File: src/rtl/boot_pkg.sv
// rtl/boot_pkg.sv - boot RAM image constants and dumper state encoding shared with the loader
package boot_pkg;

  localparam logic [15:0] IMAGE_LAST_ADDR = 16'h1FFF;
  localparam int          TIMER_W         = 24;

  typedef enum logic [3:0] {
    IDLE,
    RD_ISSUE,
    RD_WAIT,
    TX_WAIT,
    ACK_WAIT,
    NEXT,
    CKSUM,
    DONE,
    ERR
  } dump_state_e;

  // Byte that brings the mod-256 sum of the whole stream to zero.
  function automatic logic [7:0] cksum_byte(input logic [7:0] sum);
    return 8'(~sum + 8'd1);
  endfunction

endpackage

File: src/rtl/uart_ram_dumper_if.sv
// rtl/uart_ram_dumper_if.sv - RAM read port, UART tx/rx and control/status bundle of the dumper
interface uart_ram_dumper_if;

  logic        start;
  logic [15:0] ram_addr;
  logic        ram_rd_en;
  logic [7:0]  ram_q;
  logic [7:0]  tx_data;
  logic        transmit;
  logic        tx_done;
  logic [7:0]  rx_data;
  logic        rx_done;
  logic        busy;
  logic        done;
  logic        error;

  modport master (
    input  start, ram_q, tx_done, rx_data, rx_done,
    output ram_addr, ram_rd_en, tx_data, transmit, busy, done, error
  );

  modport slave (
    output start, ram_q, tx_done, rx_data, rx_done,
    input  ram_addr, ram_rd_en, tx_data, transmit, busy, done, error
  );

endinterface

File: src/rtl/uart_pulse_latch.sv
// rtl/uart_pulse_latch.sv - sticky flag for a one-cycle UART pulse, cleared by transmit
module uart_pulse_latch (
  input  logic clk,
  input  logic boot_rst,
  input  logic pulse,
  input  logic clr,
  output logic seen
);

  logic flag_q;
  logic flag_d;

  // A pulse coincident with the clear belongs to the previous byte and is dropped.
  always_comb begin
    flag_d = clr ? 1'b0 : (flag_q | pulse);
  end

  always_ff @(posedge clk or posedge boot_rst) begin
    if (boot_rst) begin
      flag_q <= 1'b0;
    end else begin
      flag_q <= flag_d;
    end
  end

  // Masked during the clear cycle so a stale flag never satisfies the new byte.
  assign seen = flag_q & ~clr;

endmodule

File: src/rtl/uart_ram_dumper.sv
// rtl/uart_ram_dumper.sv - streams boot RAM 0..LAST_ADDR over UART TX and checks each host echo
// UART_RAM_DUMPER_CKSUM_EN appends a two's-complement checksum byte after the image.
module uart_ram_dumper
  import boot_pkg::*;
#(
  parameter logic [15:0]        LAST_ADDR  = IMAGE_LAST_ADDR,
  parameter int                 RD_LATENCY = 1,
  parameter logic [TIMER_W-1:0] TIMEOUT    = 24'd10_000_000
) (
  input logic               clk,
  input logic               boot_rst,
  uart_ram_dumper_if.master bus
);

  localparam logic [1:0]         LAT_LOAD  = 2'(RD_LATENCY - 1);
  localparam logic [TIMER_W-1:0] TIMER_ONE = TIMER_W'(1);

  dump_state_e        state_q;
  logic [15:0]        ram_addr_q;
  logic               ram_rd_en_q;
  logic [7:0]         tx_data_q;
  logic               transmit_q;
  logic               busy_q;
  logic               done_q;
  logic               error_q;
  logic [TIMER_W-1:0] timer_q;
  logic [1:0]         lat_q;
  logic [7:0]         rx_byte_q;
`ifdef UART_RAM_DUMPER_CKSUM_EN
  logic [7:0]         sum_q;
  logic               cks_phase_q;
`endif

  logic               rx_seen;
  logic               tx_seen;
  logic [TIMER_W-1:0] timer_d;
  logic               timed_out;

  uart_pulse_latch u_rx_latch (
    .clk      (clk),
    .boot_rst (boot_rst),
    .pulse    (bus.rx_done),
    .clr      (transmit_q),
    .seen     (rx_seen)
  );

  uart_pulse_latch u_tx_latch (
    .clk      (clk),
    .boot_rst (boot_rst),
    .pulse    (bus.tx_done),
    .clr      (transmit_q),
    .seen     (tx_seen)
  );

  always_comb begin
    timer_d   = (timer_q == '1) ? timer_q : timer_q + TIMER_ONE;
    timed_out = (timer_q >= TIMEOUT - TIMER_ONE);
  end

  // Outputs are loaded on the transition into a state so they are valid while in it.
  always_ff @(posedge clk or posedge boot_rst) begin
    if (boot_rst) begin
      state_q     <= IDLE;
      ram_addr_q  <= '0;
      ram_rd_en_q <= 1'b0;
      tx_data_q   <= '0;
      transmit_q  <= 1'b0;
      busy_q      <= 1'b0;
      done_q      <= 1'b0;
      error_q     <= 1'b0;
      timer_q     <= '0;
      lat_q       <= '0;
      rx_byte_q   <= '0;
`ifdef UART_RAM_DUMPER_CKSUM_EN
      sum_q       <= '0;
      cks_phase_q <= 1'b0;
`endif
    end else begin
      ram_rd_en_q <= 1'b0;
      transmit_q  <= 1'b0;
      timer_q     <= '0;
      if (bus.rx_done) begin
        rx_byte_q <= bus.rx_data;
      end
      case (state_q)
        IDLE: begin
          if (bus.start) begin
            state_q     <= RD_ISSUE;
            ram_addr_q  <= '0;
            ram_rd_en_q <= 1'b1;
            busy_q      <= 1'b1;
            done_q      <= 1'b0;
            error_q     <= 1'b0;
`ifdef UART_RAM_DUMPER_CKSUM_EN
            sum_q       <= '0;
            cks_phase_q <= 1'b0;
`endif
          end
        end
        RD_ISSUE: begin
          state_q <= RD_WAIT;
          lat_q   <= LAT_LOAD;
        end
        RD_WAIT: begin
          if (lat_q == 2'd0) begin
            state_q    <= TX_WAIT;
            tx_data_q  <= bus.ram_q;
            transmit_q <= 1'b1;
`ifdef UART_RAM_DUMPER_CKSUM_EN
            sum_q      <= sum_q + bus.ram_q;
`endif
          end else begin
            lat_q <= lat_q - 2'd1;
          end
        end
        TX_WAIT: begin
          if (tx_seen) begin
            state_q <= ACK_WAIT;
          end else if (timed_out) begin
            state_q <= ERR;
            busy_q  <= 1'b0;
            error_q <= 1'b1;
          end else begin
            timer_q <= timer_d;
          end
        end
        ACK_WAIT: begin
          if (rx_seen && rx_byte_q == tx_data_q) begin
`ifdef UART_RAM_DUMPER_CKSUM_EN
            if (cks_phase_q) begin
              state_q <= DONE;
              busy_q  <= 1'b0;
              done_q  <= 1'b1;
            end else begin
              state_q <= NEXT;
            end
`else
            state_q <= NEXT;
`endif
          end else if (rx_seen || timed_out) begin
            state_q <= ERR;
            busy_q  <= 1'b0;
            error_q <= 1'b1;
          end else begin
            timer_q <= timer_d;
          end
        end
        NEXT: begin
          if (ram_addr_q == LAST_ADDR) begin
`ifdef UART_RAM_DUMPER_CKSUM_EN
            state_q <= CKSUM;
`else
            state_q <= DONE;
            busy_q  <= 1'b0;
            done_q  <= 1'b1;
`endif
          end else begin
            state_q     <= RD_ISSUE;
            ram_addr_q  <= ram_addr_q + 16'd1;
            ram_rd_en_q <= 1'b1;
          end
        end
`ifdef UART_RAM_DUMPER_CKSUM_EN
        CKSUM: begin
          state_q     <= TX_WAIT;
          tx_data_q   <= cksum_byte(sum_q);
          transmit_q  <= 1'b1;
          cks_phase_q <= 1'b1;
        end
`endif
        DONE:    state_q <= IDLE;
        ERR:     state_q <= IDLE;
        default: state_q <= IDLE;
      endcase
    end
  end

  assign bus.ram_addr  = ram_addr_q;
  assign bus.ram_rd_en = ram_rd_en_q;
  assign bus.tx_data   = tx_data_q;
  assign bus.transmit  = transmit_q;
  assign bus.busy      = busy_q;
  assign bus.done      = done_q;
  assign bus.error     = error_q;

endmodule
File: src/flat_wrapper.sv
// flat-port wrapper written by rule: the top's interface ports become plain ports
module uart_ram_dumper_flat import boot_pkg::*;
#(
  parameter logic [15:0]        LAST_ADDR  = IMAGE_LAST_ADDR,
  parameter int                 RD_LATENCY = 1,
  parameter logic [TIMER_W-1:0] TIMEOUT    = 24'd10_000_000
)
  (clk, boot_rst, bus_start, bus_ram_q, bus_tx_done, bus_rx_data, bus_rx_done, bus_ram_addr, bus_ram_rd_en, bus_tx_data, bus_transmit, bus_busy, bus_done, bus_error);
  uart_ram_dumper_if bus_i ();
  input logic clk;
  input logic boot_rst;
  input wire logic [$bits(bus_i.start)-1:0] bus_start;
  input wire logic [$bits(bus_i.ram_q)-1:0] bus_ram_q;
  input wire logic [$bits(bus_i.tx_done)-1:0] bus_tx_done;
  input wire logic [$bits(bus_i.rx_data)-1:0] bus_rx_data;
  input wire logic [$bits(bus_i.rx_done)-1:0] bus_rx_done;
  output wire logic [$bits(bus_i.ram_addr)-1:0] bus_ram_addr;
  output wire logic [$bits(bus_i.ram_rd_en)-1:0] bus_ram_rd_en;
  output wire logic [$bits(bus_i.tx_data)-1:0] bus_tx_data;
  output wire logic [$bits(bus_i.transmit)-1:0] bus_transmit;
  output wire logic [$bits(bus_i.busy)-1:0] bus_busy;
  output wire logic [$bits(bus_i.done)-1:0] bus_done;
  output wire logic [$bits(bus_i.error)-1:0] bus_error;
  assign bus_i.start = bus_start;
  assign bus_i.ram_q = bus_ram_q;
  assign bus_i.tx_done = bus_tx_done;
  assign bus_i.rx_data = bus_rx_data;
  assign bus_i.rx_done = bus_rx_done;
  assign bus_ram_addr = bus_i.ram_addr;
  assign bus_ram_rd_en = bus_i.ram_rd_en;
  assign bus_tx_data = bus_i.tx_data;
  assign bus_transmit = bus_i.transmit;
  assign bus_busy = bus_i.busy;
  assign bus_done = bus_i.done;
  assign bus_error = bus_i.error;
  uart_ram_dumper #(.LAST_ADDR(LAST_ADDR), .RD_LATENCY(RD_LATENCY), .TIMEOUT(TIMEOUT)) u_core (.clk(clk), .boot_rst(boot_rst), .bus(bus_i));
endmodule
File: config.mk
export PLATFORM = sky130hd
export DESIGN_NAME = uart_ram_dumper_flat
export DESIGN_NICKNAME = d
export VERILOG_FILES = /design/src/rtl/boot_pkg.sv /design/src/rtl/uart_ram_dumper_if.sv /design/src/rtl/uart_pulse_latch.sv /design/src/rtl/uart_ram_dumper.sv /design/src/flat_wrapper.sv
export SDC_FILE = /design/constraint.sdc
export NUM_CORES = 1
export LEC_CHECK = 0
export ABC_AREA = 1
export CORE_MARGIN = 8
export CORE_UTILIZATION = 56
export CTS_CLUSTER_DIAMETER = 50
export DETAILED_ROUTE_END_ITERATION = 7
export MAX_ROUTING_LAYER = met4
export PLACE_DENSITY = 0.86
export SYNTH_ARGS = -nofsm -noshare
export SYNTH_HDL_FRONTEND = slang
export SYNTH_HIERARCHICAL = 1
export SYNTH_SLANG_ARGS = --single-unit
export TNS_END_PERCENT = 30
File: constraint.sdc
create_clock -name clk -period 2.84 [get_ports clk]
set_input_delay 0.71 -clock clk [delete_from_list [all_inputs] [get_ports clk]]
set_output_delay 0.71 -clock clk [all_outputs]
set_load 0.1 [all_outputs]
==> flow_metrics.py, run 1 <==
metrics = {
    "synth": {
        "ys_types": 33,
        "synth_top_flop_cell": "dfrtp_1",
        "ys_ff_latch": 69,
        "ys_async_sr_fraction_pct": 100.0,
        "netlist_area_um2": 3879,
        "ys_warn_count": 6,
        "synth_enable_flop_cells": 0,
        "ys_seq_area_share_pct": 44.52,
        "synth_area_per_cell_um2": 7.459,
        "synth_cells": 520,
        "synth_nets": 544,
    },
    "finish": {
        "post-route-util_pct": 67.52,
        "final_cells": 659,
        "diodes": 0,
        "syn_to_final_growth_pct": 17.61,
        "nets": 599,
        "final_common_cell": "nand2_1",
        "layout-drive-gt1-share_pct": 12.78,
        "final_cell_mix": "nand2_1 (126), inv_1 (74), dfrtp_1 (69), nor2_1 (57), nand3_1 (31)",
    },
    "clocking": {
        "root_buffer": "clkbuf_8",
        "clock_latency_ps": 340,
        "tritoncts": "done",
        "cts.sinks": 69,
        "htree_levels": 3,
        "cts.hold.buffers_added": 0,
        "postCtsSetupBuffers": 0,
        "clk_pin_slew_ps": 70,
        "clock_path_buffers": 2,
        "cts_made_buffers": 9,
        "cts-resized-gates": 0,
    },
    "worst_setup_path": {
        "path_max_fanout": 17,
        "r2r-end": "u_core/timer_q[1]",
        "cp_data_arrival_time_ps": 2310,
        "critPathLaunchType": "flip-flop",
        "reg2regPathDepth": 9,
        "crit_path_end_kind": "flip-flop",
        "cp-endpoint": "u_core/timer_q[1]",
        "required_ps": 3100,
        "criticalPathCategory": "reg -> reg",
        "reg2reg_from": "u_core/timer_q[0]",
        "r2r_setup_slack_ps": 800,
        "startpoint": "u_core/timer_q[0]",
    },
    "grt": {
        "gr-usage-all-layers_pct": 20.42,
        "grt_max_degree": 66,
        "grt_pass1_wl_um": 15980,
        "overflow": 0,
        "grt_pass1_vias": 3578,
        "antenna_found_initial": 0,
    },
    "floorplanning": {
        "die_x_um": 99.23,
        "core_um2": 6756,
        "chipHeight_um": 99.23,
        "num_rows": 30,
        "start_util_pct": 57.41,
        "io_pins": 50,
        "die_area_um2": 9846,
    },
    "run": {
        "cap_violations": 0,
    },
    "timing": {
        "timing.slew.headroom_pct": 59.98,
        "hold_viol_final": 0,
        "rsz0062_at_grt": "false",
        "fin_tns_setup_ps": 0,
        "whs_ps": 483.9,
        "clock-skew-final_ps": 9.302,
        "period_minus_slack_ps": 2044,
        "drv_slew": 0,
        "tightestPinTransition_ps": 594.8,
        "period_share_pct": 71.98,
        "finalSetupViolations": 0,
        "fmax_ghz": 0.4892,
    },
    "place": {
        "finalWeightedCongestion": 0.9224,
        "dp.cells": 644,
        "io_buffers": 49,
        "hpwl_um": 6806,
    },
    "detailed_routing": {
        "wirelength_um": 9203,
        "via_count": 3572,
        "ant_nets": 0,
        "first_pass_iters": 5,
        "drc": 0,
        "wl_per_cell_um": 13.97,
        "vias_per_cell": 5.420,
        "initialDrtViolationCount": 187,
    },
    "power": {
        "p_leak_nw": 2.183,
        "powerDensity_nw_per_um2": 772.1,
        "vdd_drop_max_mv": 0.7490,
    },
    "hold_path": {
        "hp-class": "reg -> reg",
        "min_from": "u_core/u_tx_latch/flag_q",
    },
    "outcome": {
        "status": "complete, no violations",
    },
}
==> power breakdown <==
part           switching, W  internal, W  total [W]
Sequential         0.000121      0.00112    0.00124
Clock              0.000354     0.000451   0.000805
Combinational       0.00113     0.000348    0.00147
==> Yosys cell counts, types with 3 or more instances <==
cell / instances / area, um2
nor2_1: 57 / 214.0
nor3_2: 3 / 30.03
dfrtp_1: 69 / 1727
nor2_2: 5 / 31.28
nand2_2: 8 / 50.05
a21oi_1: 30 / 150.1
nand3_1: 31 / 155.2
nand2_1: 126 / 473.0
ha_1: 3 / 37.54
xor2_1: 13 / 113.9
xnor2_1: 3 / 26.28
buf_6: 3 / 33.78
inv_2: 8 / 30.03
nand4_1: 15 / 93.84
o21ai_0: 30 / 150.1
nor3_1: 17 / 85.08
o21a_1: 4 / 30.03
inv_1: 75 / 281.5
==> registers in the layout, summed over array words and instances, names as in the netlist <==
name / cells
u_core/bus.tx_data: 8
u_core/lat_q: 2
u_core/bus.busy: 1
u_core/u_tx_latch/flag_q: 1
u_core/state_q: 4
u_core/timer_q: 24
u_core/bus.error: 1
u_core/bus.done: 1
u_core/bus.ram_addr: 16
u_core/rx_byte_q: 8
u_core/bus.ram_rd_en: 1
u_core/bus.transmit: 1
u_core/u_rx_latch/flag_q: 1
==> stage by stage <==
step / instance area, um2 / total power, W / setup slack [ps]
3_5_place_dp: 4369 / 0.002733 / 642.4
2_1_floorplan: 3879 / 0.002438 / 446.8
5_1_grt: 4562 / 0.003719 / 542.9
3_3_place_gp: 4369 / 0.002695 / 705.0
6_report: 4562 / 0.003522 / 795.7
4_1_cts: 4562 / 0.003542 / 801.5
==> area by class of cell <==
class / count / area (um2)
fillers: 582 / 2195
multi-input cells: 361 / 1785
flip-flops and latches: 69 / 1727
repair buffers: 51 / 445.4
inverters: 83 / 311.5
clock buffers: 14 / 162.7
well taps: 80 / 100.1
clock inverters: 1 / 30.03
==> logic make-up (layout without fill, tap and decap cells) <==
logic type	count (synthesis)	in the layout	share of synthesized area [%]
AND/OR/NAND/NOR	272	272	31.55
flip-flops	69	69	44.52
XOR/XNOR	16	16	3.613
AO/OA/AOI/OAI	68	68	9.323
buffers and inverters	90	149	9.452
multiplexers	2	2	0.5806
adder cells (fa/ha/maj)	3	3	0.9678
==> per-layer routing <==
metal	global-route usage [%]	vias to the layer above	part of all wire (%)
li1	-	1772	-
met1	24.16	1705	45
met2	34.04	83	51
met3	3.212	12	3.1
met4	8.382	0	1.4
met5	-	-	0
==> worst min path at each step <==
| stage | endpoint | slack [ps] | cells past startpoint |
|---|---|---|---|
| floorplan | u_core/u_rx_latch/flag_q | 440 | 1 |
| global placement | u_core/u_rx_latch/flag_q | 460 | 2 |
| detailed placement | u_core/u_tx_latch/flag_q | 470 | 2 |
| CTS | u_core/u_tx_latch/flag_q | 490 | 2 |
| global route | u_core/u_tx_latch/flag_q | 510 | 2 |
| finish | u_core/u_tx_latch/flag_q | 480 | 2 |
==> worst max-delay path, stage by stage (launching register included) <==
cell     delay, ps
dfrtp_1        460
ha_1           210
nand2_1         90
nor2_1         220
nand2_1        160
nor2_2         140
nand2_2        240
inv_2          230
nor2_1          70
nor3_2         160
No activity file was read; power rests on OpenSTA's default activity.
==> inputs of run 2 (changes only) <==
--- a/config.mk
+++ b/config.mk
@@ -7,11 +7,11 @@
 export LEC_CHECK = 0
 export ABC_AREA = 1
 export CORE_MARGIN = 8
-export CORE_UTILIZATION = 56
+export CORE_UTILIZATION = 50
 export CTS_CLUSTER_DIAMETER = 50
 export DETAILED_ROUTE_END_ITERATION = 7
 export MAX_ROUTING_LAYER = met4
-export PLACE_DENSITY = 0.86
+export PLACE_DENSITY = 0.81
 export SYNTH_ARGS = -nofsm -noshare
 export SYNTH_HDL_FRONTEND = slang
 export SYNTH_HIERARCHICAL = 1
==> constraint.sdc (replaced) <==
create_clock -name clk -period 1.7 [get_ports clk]
set_input_delay 0.425 -clock clk [delete_from_list [all_inputs] [get_ports clk]]
set_output_delay 0.425 -clock clk [all_outputs]
set_load 0.1 [all_outputs]
==> flow_metrics.py, run 2 (synthesis results as in run 1) <==
metrics = {
    "grt": {
        "antenna_found_initial": 0,
        "grt_max_degree": 27,
        "grt_pass1_wl_um": 18070,
        "gr-usage-met3_pct": 4.027,
        "grt_busiest_layer": "met2",
        "gr-usage-all-layers_pct": 20.47,
        "use_met2_pct": 34.78,
        "grt_pass1_vias": 4020,
        "met1_usage_pct": 23.73,
        "overflow": 0,
    },
    "power": {
        "p_sw_w": 0.003043,
        "power.total_w": 0.006949,
        "p_int_w": 0.003906,
        "powerDensity_nw_per_um2": 1243,
        "p_seq_share_pct": 31.1,
        "combPwrFrac_pct": 47.0,
        "sw_frac_of_total_pct": 43.79,
        "vdd_drop_max_mv": 1.281,
        "p_leak_nw": 2.535,
        "p_clk_share_pct": 21.9,
    },
    "detailed_routing": {
        "ant_nets": 0,
        "drc": 0,
        "wirelength_um": 11060,
        "initialDrtViolationCount": 190,
        "via_count": 3907,
        "vias_per_cell": 5.367,
        "wl_per_cell_um": 15.20,
        "first_pass_iters": 5,
    },
    "finish": {
        "syn_to_final_growth_pct": 44.16,
        "final_common_cell": "nand2_1",
        "fin_area_um2": 5592,
        "layout-drive-gt1-share_pct": 30.35,
        "fillCellCount": 544,
        "regArea_um2": 1779,
        "diodes": 0,
        "top_register": "u_core/timer_q",
        "multi_input_area_um2": 1967,
        "post-route-util_pct": 73.50,
        "nets": 645,
        "final_cell_mix": "nand2_1 (114), inv_1 (66), nor2_1 (53), dfrtp_1 (43), buf_4 (42)",
        "largest_reg_flops": 24,
    },
    "clocking": {
        "root_buffer": "clkbuf_8",
        "htree_levels": 3,
        "clk_pin_slew_ps": 80,
        "cts.sinks": 69,
        "cts.hold.buffers_added": 0,
        "tritoncts": "done",
        "clock_path_buffers": 2,
        "clock_latency_ps": 350,
        "cts_made_buffers": 9,
    },
    "timing": {
        "timing.slew.headroom_pct": 74.14,
        "finalSetupViolations": 4,
        "whs_ps": 322.1,
        "tightestPinTransition_ps": 384.4,
        "drv_slew": 0,
        "period_share_pct": 102.4,
        "clock-skew-final_ps": 10.78,
        "hold_viol_final": 0,
        "period_minus_slack_ps": 1741,
        "fmax_ghz": 0.5742,
        "setup_ws_ps": -41.42,
        "rsz0062_at_grt": "true",
    },
    "worst_setup_path": {
        "crit_path_end_kind": "flip-flop",
        "cp_data_arrival_time_ps": 2020,
        "cpPeakStageDelay_ps": 430,
        "crit_slowest_cell": "dfrtp_1",
        "reg2reg_from": "u_core/state_q[1]",
        "reg2regPathDepth": 6,
        "r2r-end": "u_core/bus.done",
        "criticalPathCategory": "reg -> reg",
        "path_cells": "inv_2, nand3_1, nor2_4, inv_1, nor4_1, o21a_1",
        "r2r_setup_slack_ps": -40,
        "path_max_fanout": 5,
        "required_ps": 1980,
        "critPathLaunchType": "flip-flop",
    },
    "place": {
        "hpwl_um": 7635,
        "placed_cell_area_um2": 5124,
        "finalWeightedCongestion": 0.9487,
        "dp_slack_ps": -43.12,
        "io_buffers": 49,
    },
    "floorplanning": {
        "die_area_um2": 10830,
        "num_rows": 32,
        "start_util_pct": 50.99,
        "chipHeight_um": 104.1,
        "core_um2": 7607,
        "die_x_um": 104.1,
        "io_pins": 50,
    },
    "hold_path": {
        "hp-class": "in -> async",
    },
    "run": {
        "cap_violations": 0,
    },
    "outcome": {
        "status": "complete, but fails checks",
        "failed_checks": "negative setup slack",
    },
}
==> run 2: changes by cell type in the layout (fill, tap and decap cells not counted), moves of 6 or more <==
cell     previous run  this run
buf_12              1        31
dfrtp_1            69        43
dfrtp_2             0        18
buf_4              30        42
nand2_1           126       114
nand2_2             8        17
dfrtp_4             0         8
inv_1              74        66
a21oi_1            30        24
a21oi_2             0         6
==> run 2: through the flow <==
step | TNS [ps] | cells
finish | -116.6 | 728
global route | -1061 | 728
CTS | 0 | 716
detailed placement | -143.4 | 699
global placement | 0 | 699
floorplan | -4411 | 520
==> run 2: layout make-up <==
| class | instances | area share, % |
|---|---|---|
| multi-input combinational | 362 | 35.18 |
| inverter | 83 | 5.795 |
| clock buffer | 11 | 2.529 |
| tap | 102 | 2.282 |
| timing repair buffer | 96 | 20.92 |
| sequential | 69 | 31.82 |
| clock inverter | 5 | 1.477 |
==> run 2: power by group through the flow <==
stage / logic, W / clock network, W / registers [W]
after floorplan: 0.00106 / 0 / 0.00308
after global placement: 0.00296 / 0 / 0.00217
after detailed placement: 0.00303 / 0 / 0.00218
after CTS: 0.00310 / 0.00155 / 0.00216
after global routing: 0.00347 / 0.00161 / 0.00219
final: 0.00327 / 0.00152 / 0.00216
==> run 2: routing by layer <==
metal / up-vias / part of all wire, %
met5: - / 0
met4: 0 / 1.5
met3: 21 / 5.3
met2: 137 / 52
met1: 1880 / 41
li1: 1869 / -
==> run 2: critical path: cells and delay by family, from the launching register on <==
family	cells	cell delay, ps
AO/OA/AOI/OAI	1	190
buffers and inverters	2	270
flip-flops	1	430
AND/OR/NAND/NOR	3	780
==> run 2: timing repair <==
item / CTS / global route
endpoints found under the setup margin: 27 / 43
gates resized for setup: 10 / 42
pin swaps: 2 / 11
gates cloned: 0 / 1
buffers inserted: 1 / 11
==> run 2: worst max-delay path by stage <==
stage          depth (start not counted)  slack (ps)                      end                start
3_5_place_dp                           6         -40   u_core/bus.ram_addr[7]            bus_start
2_1_floorplan                          9        -180       u_core/timer_q[12]  u_core/bus.transmit
4_1_cts                               12           7        u_core/state_q[1]    u_core/timer_q[1]
3_3_place_gp                           6          30  u_core/bus.ram_addr[11]            bus_start
6_report                               6         -40          u_core/bus.done    u_core/state_q[1]
5_1_grt                               11        -120        u_core/state_q[1]   u_core/timer_q[23]
==> inputs of run 3 (changes only) <==
--- a/config.mk
+++ b/config.mk
@@ -7,11 +7,12 @@
 export LEC_CHECK = 0
 export ABC_AREA = 1
 export CORE_MARGIN = 8
-export CORE_UTILIZATION = 50
+export CORE_UTILIZATION = 52
+export CTS_BUF_LIST = sky130_fd_sc_hd__clkbuf_4
 export CTS_CLUSTER_DIAMETER = 50
 export DETAILED_ROUTE_END_ITERATION = 7
 export MAX_ROUTING_LAYER = met4
-export PLACE_DENSITY = 0.81
+export PLACE_DENSITY = 0.84
 export SYNTH_ARGS = -nofsm -noshare
 export SYNTH_HDL_FRONTEND = slang
 export SYNTH_HIERARCHICAL = 1
==> flow_metrics.py, run 3 (synthesis results as in run 1) <==
metrics = {
    "finish": {
        "fin_area_um2": 5680,
        "layout-drive-gt1-share_pct": 31.34,
        "final_cell_mix": "nand2_1 (121), inv_1 (70), nor2_1 (48), buf_4 (46), dfrtp_1 (46)",
        "diodes": 0,
        "final_common_cell": "nand2_1",
        "syn_to_final_growth_pct": 46.45,
        "largest_reg_flops": 24,
        "nets": 654,
        "top_register": "u_core/timer_q",
    },
    "detailed_routing": {
        "drc": 0,
        "first_pass_iters": 5,
        "ant_nets": 0,
        "initialDrtViolationCount": 301,
        "wirelength_um": 11580,
        "vias_per_cell": 5.473,
        "via_count": 4017,
        "wl_per_cell_um": 15.77,
    },
    "grt": {
        "overflow": 0,
        "grt_max_degree": 37,
        "grt_pass1_wl_um": 17770,
        "gr-usage-all-layers_pct": 22.26,
        "grt_pass1_vias": 3909,
        "antenna_found_initial": 0,
    },
    "timing": {
        "whs_ps": 237.6,
        "rsz0062_at_grt": "true",
        "tightestPinTransition_ps": 334.4,
        "drv_slew": 0,
        "finalSetupViolations": 18,
        "hold_viol_final": 0,
        "period_minus_slack_ps": 1740,
        "setup_ws_ps": -40.11,
        "fmax_ghz": 0.5747,
        "fin_tns_setup_ps": -346.8,
        "period_share_pct": 102.4,
        "clock-skew-final_ps": 14.95,
        "timing.slew.headroom_pct": 77.54,
    },
    "place": {
        "io_buffers": 49,
        "finalWeightedCongestion": 0.9402,
        "placed_cell_area_um2": 5250,
        "hpwl_um": 8089,
    },
    "floorplanning": {
        "num_rows": 31,
        "die_area_um2": 10480,
        "chipHeight_um": 102.4,
        "core_um2": 7253,
        "die_x_um": 102.4,
        "io_pins": 50,
        "start_util_pct": 53.48,
    },
    "worst_setup_path": {
        "crit_path_end_kind": "flip-flop",
        "cp_data_arrival_time_ps": 2060,
        "criticalPathCategory": "reg -> reg",
        "path_buf_inv": 1,
        "path_cells": "ha_4, nand3_2, nor3_4, nand2_1, nand2_1, nand2_2, buf_12, nand4_1, nand2_1, nand2_1, nor2_2",
        "r2r_setup_slack_ps": -40,
        "critPathLaunchType": "flip-flop",
        "required_ps": 2020,
        "cpPeakStageDelay_ps": 440,
        "cp_top_family": "simple AND/OR/NAND/NOR gates",
        "crit_path_frequent_cell": "nand2_1",
        "crit_slowest_cell": "dfrtp_4",
        "path_max_fanout": 8,
    },
    "power": {
        "p_leak_nw": 2.581,
        "vdd_drop_max_mv": 1.263,
        "powerDensity_nw_per_um2": 1188,
    },
    "clocking": {
        "cts_made_buffers": 9,
        "cts.hold.buffers_added": 0,
        "clock_latency_ps": 430,
        "cts.sinks": 69,
        "root_buffer": "clkbuf_4",
        "tritoncts": "done",
        "htree_levels": 3,
        "clk_pin_slew_ps": 120,
        "clock_path_buffers": 2,
    },
    "outcome": {
        "status": "complete, but fails checks",
        "failed_checks": "negative setup slack",
    },
    "hold_path": {
        "hp-class": "in -> async",
    },
    "run": {
        "cap_violations": 0,
    },
}
-- run 3: cell count changes in the layout (fill, tap and decap cells not counted), moves of 5 or more --
cell / delta
nand2_1: +7
a21oi_2: +6
nand2_2: -5
nor2_1: -5
a21oi_1: -7
clkbuf_4: +10
nor2_2: +7
clkbuf_8: -10
-- run 3: repair_timing --
item,CTS,global route
gates resized for setup,6,44
cloned,0,2
setup endpoints to repair,11,49
setup buffers,3,3
pin swaps,1,9
-- run 3: worst reg2reg max path: stages (launching register included) --
cell,delay (ps)
dfrtp_4,440
ha_4,160
nand3_2,120
nor3_4,180
nand2_1,100
nand2_1,80
nand2_2,100
buf_12,150
nand4_1,100
nand2_1,80
nand2_1,90
nor2_2,50
-- run 3: cell type report --
cell class                      instances  area, um2
Tap cell                               99      123.9
Clock inverter                          6      87.58
Clock buffer                           10      75.07
Fill cell                             453       1573
Timing Repair Buffer                  106       1313
Multi-Input combinational cell        361       1986
Sequential cell                        69       1775
Inverter                               83      320.3
-- run 3: routing by layer --
metal | routed length [um] | track usage [%]
met5 | 0 | -
met4 | 274 | 9.481
met3 | 731 | 4.360
met2 | 5856 | 35.93
met1 | 4714 | 26.53
-- run 3: final timing paths --
path                                            end  depth (start not counted)                     start
max in group asynchronous    u_core/bus.ram_addr[8]                          3                  boot_rst
max reg2reg                 u_core/bus.ram_addr[14]                         11    u_core/bus.ram_addr[1]
min reg2reg                u_core/u_rx_latch/flag_q                          2  u_core/u_rx_latch/flag_q
min in group clk           u_core/u_rx_latch/flag_q                          2  u_core/u_rx_latch/flag_q
min                        u_core/u_rx_latch/flag_q                          2                  boot_rst
max                         u_core/bus.ram_addr[14]                         11    u_core/bus.ram_addr[1]
-- run 3: power breakdown --
part,leakage (nW),switching [W],internal [W],total (W)
sequential,0.881,0.000267,0.00189,0.00216
combinational,1.62,0.00212,0.00124,0.00336
clock,0.0803,0.000618,0.000610,0.00123
total,2.58,0.00301,0.00374,0.00675
-- run 3: metrics by stage --
step	instances	power [W]	setup WS, ps	utilization (%)
after floorplan	520	0.004135	-184.6	-
after global placement	710	0.005226	84.97	72.38
after detailed placement	710	0.005303	-9.386	72.38
after CTS	729	0.006563	8.222	75.26
after global routing	734	0.007056	-146.6	78.32
final	734	0.006749	-40.11	78.32
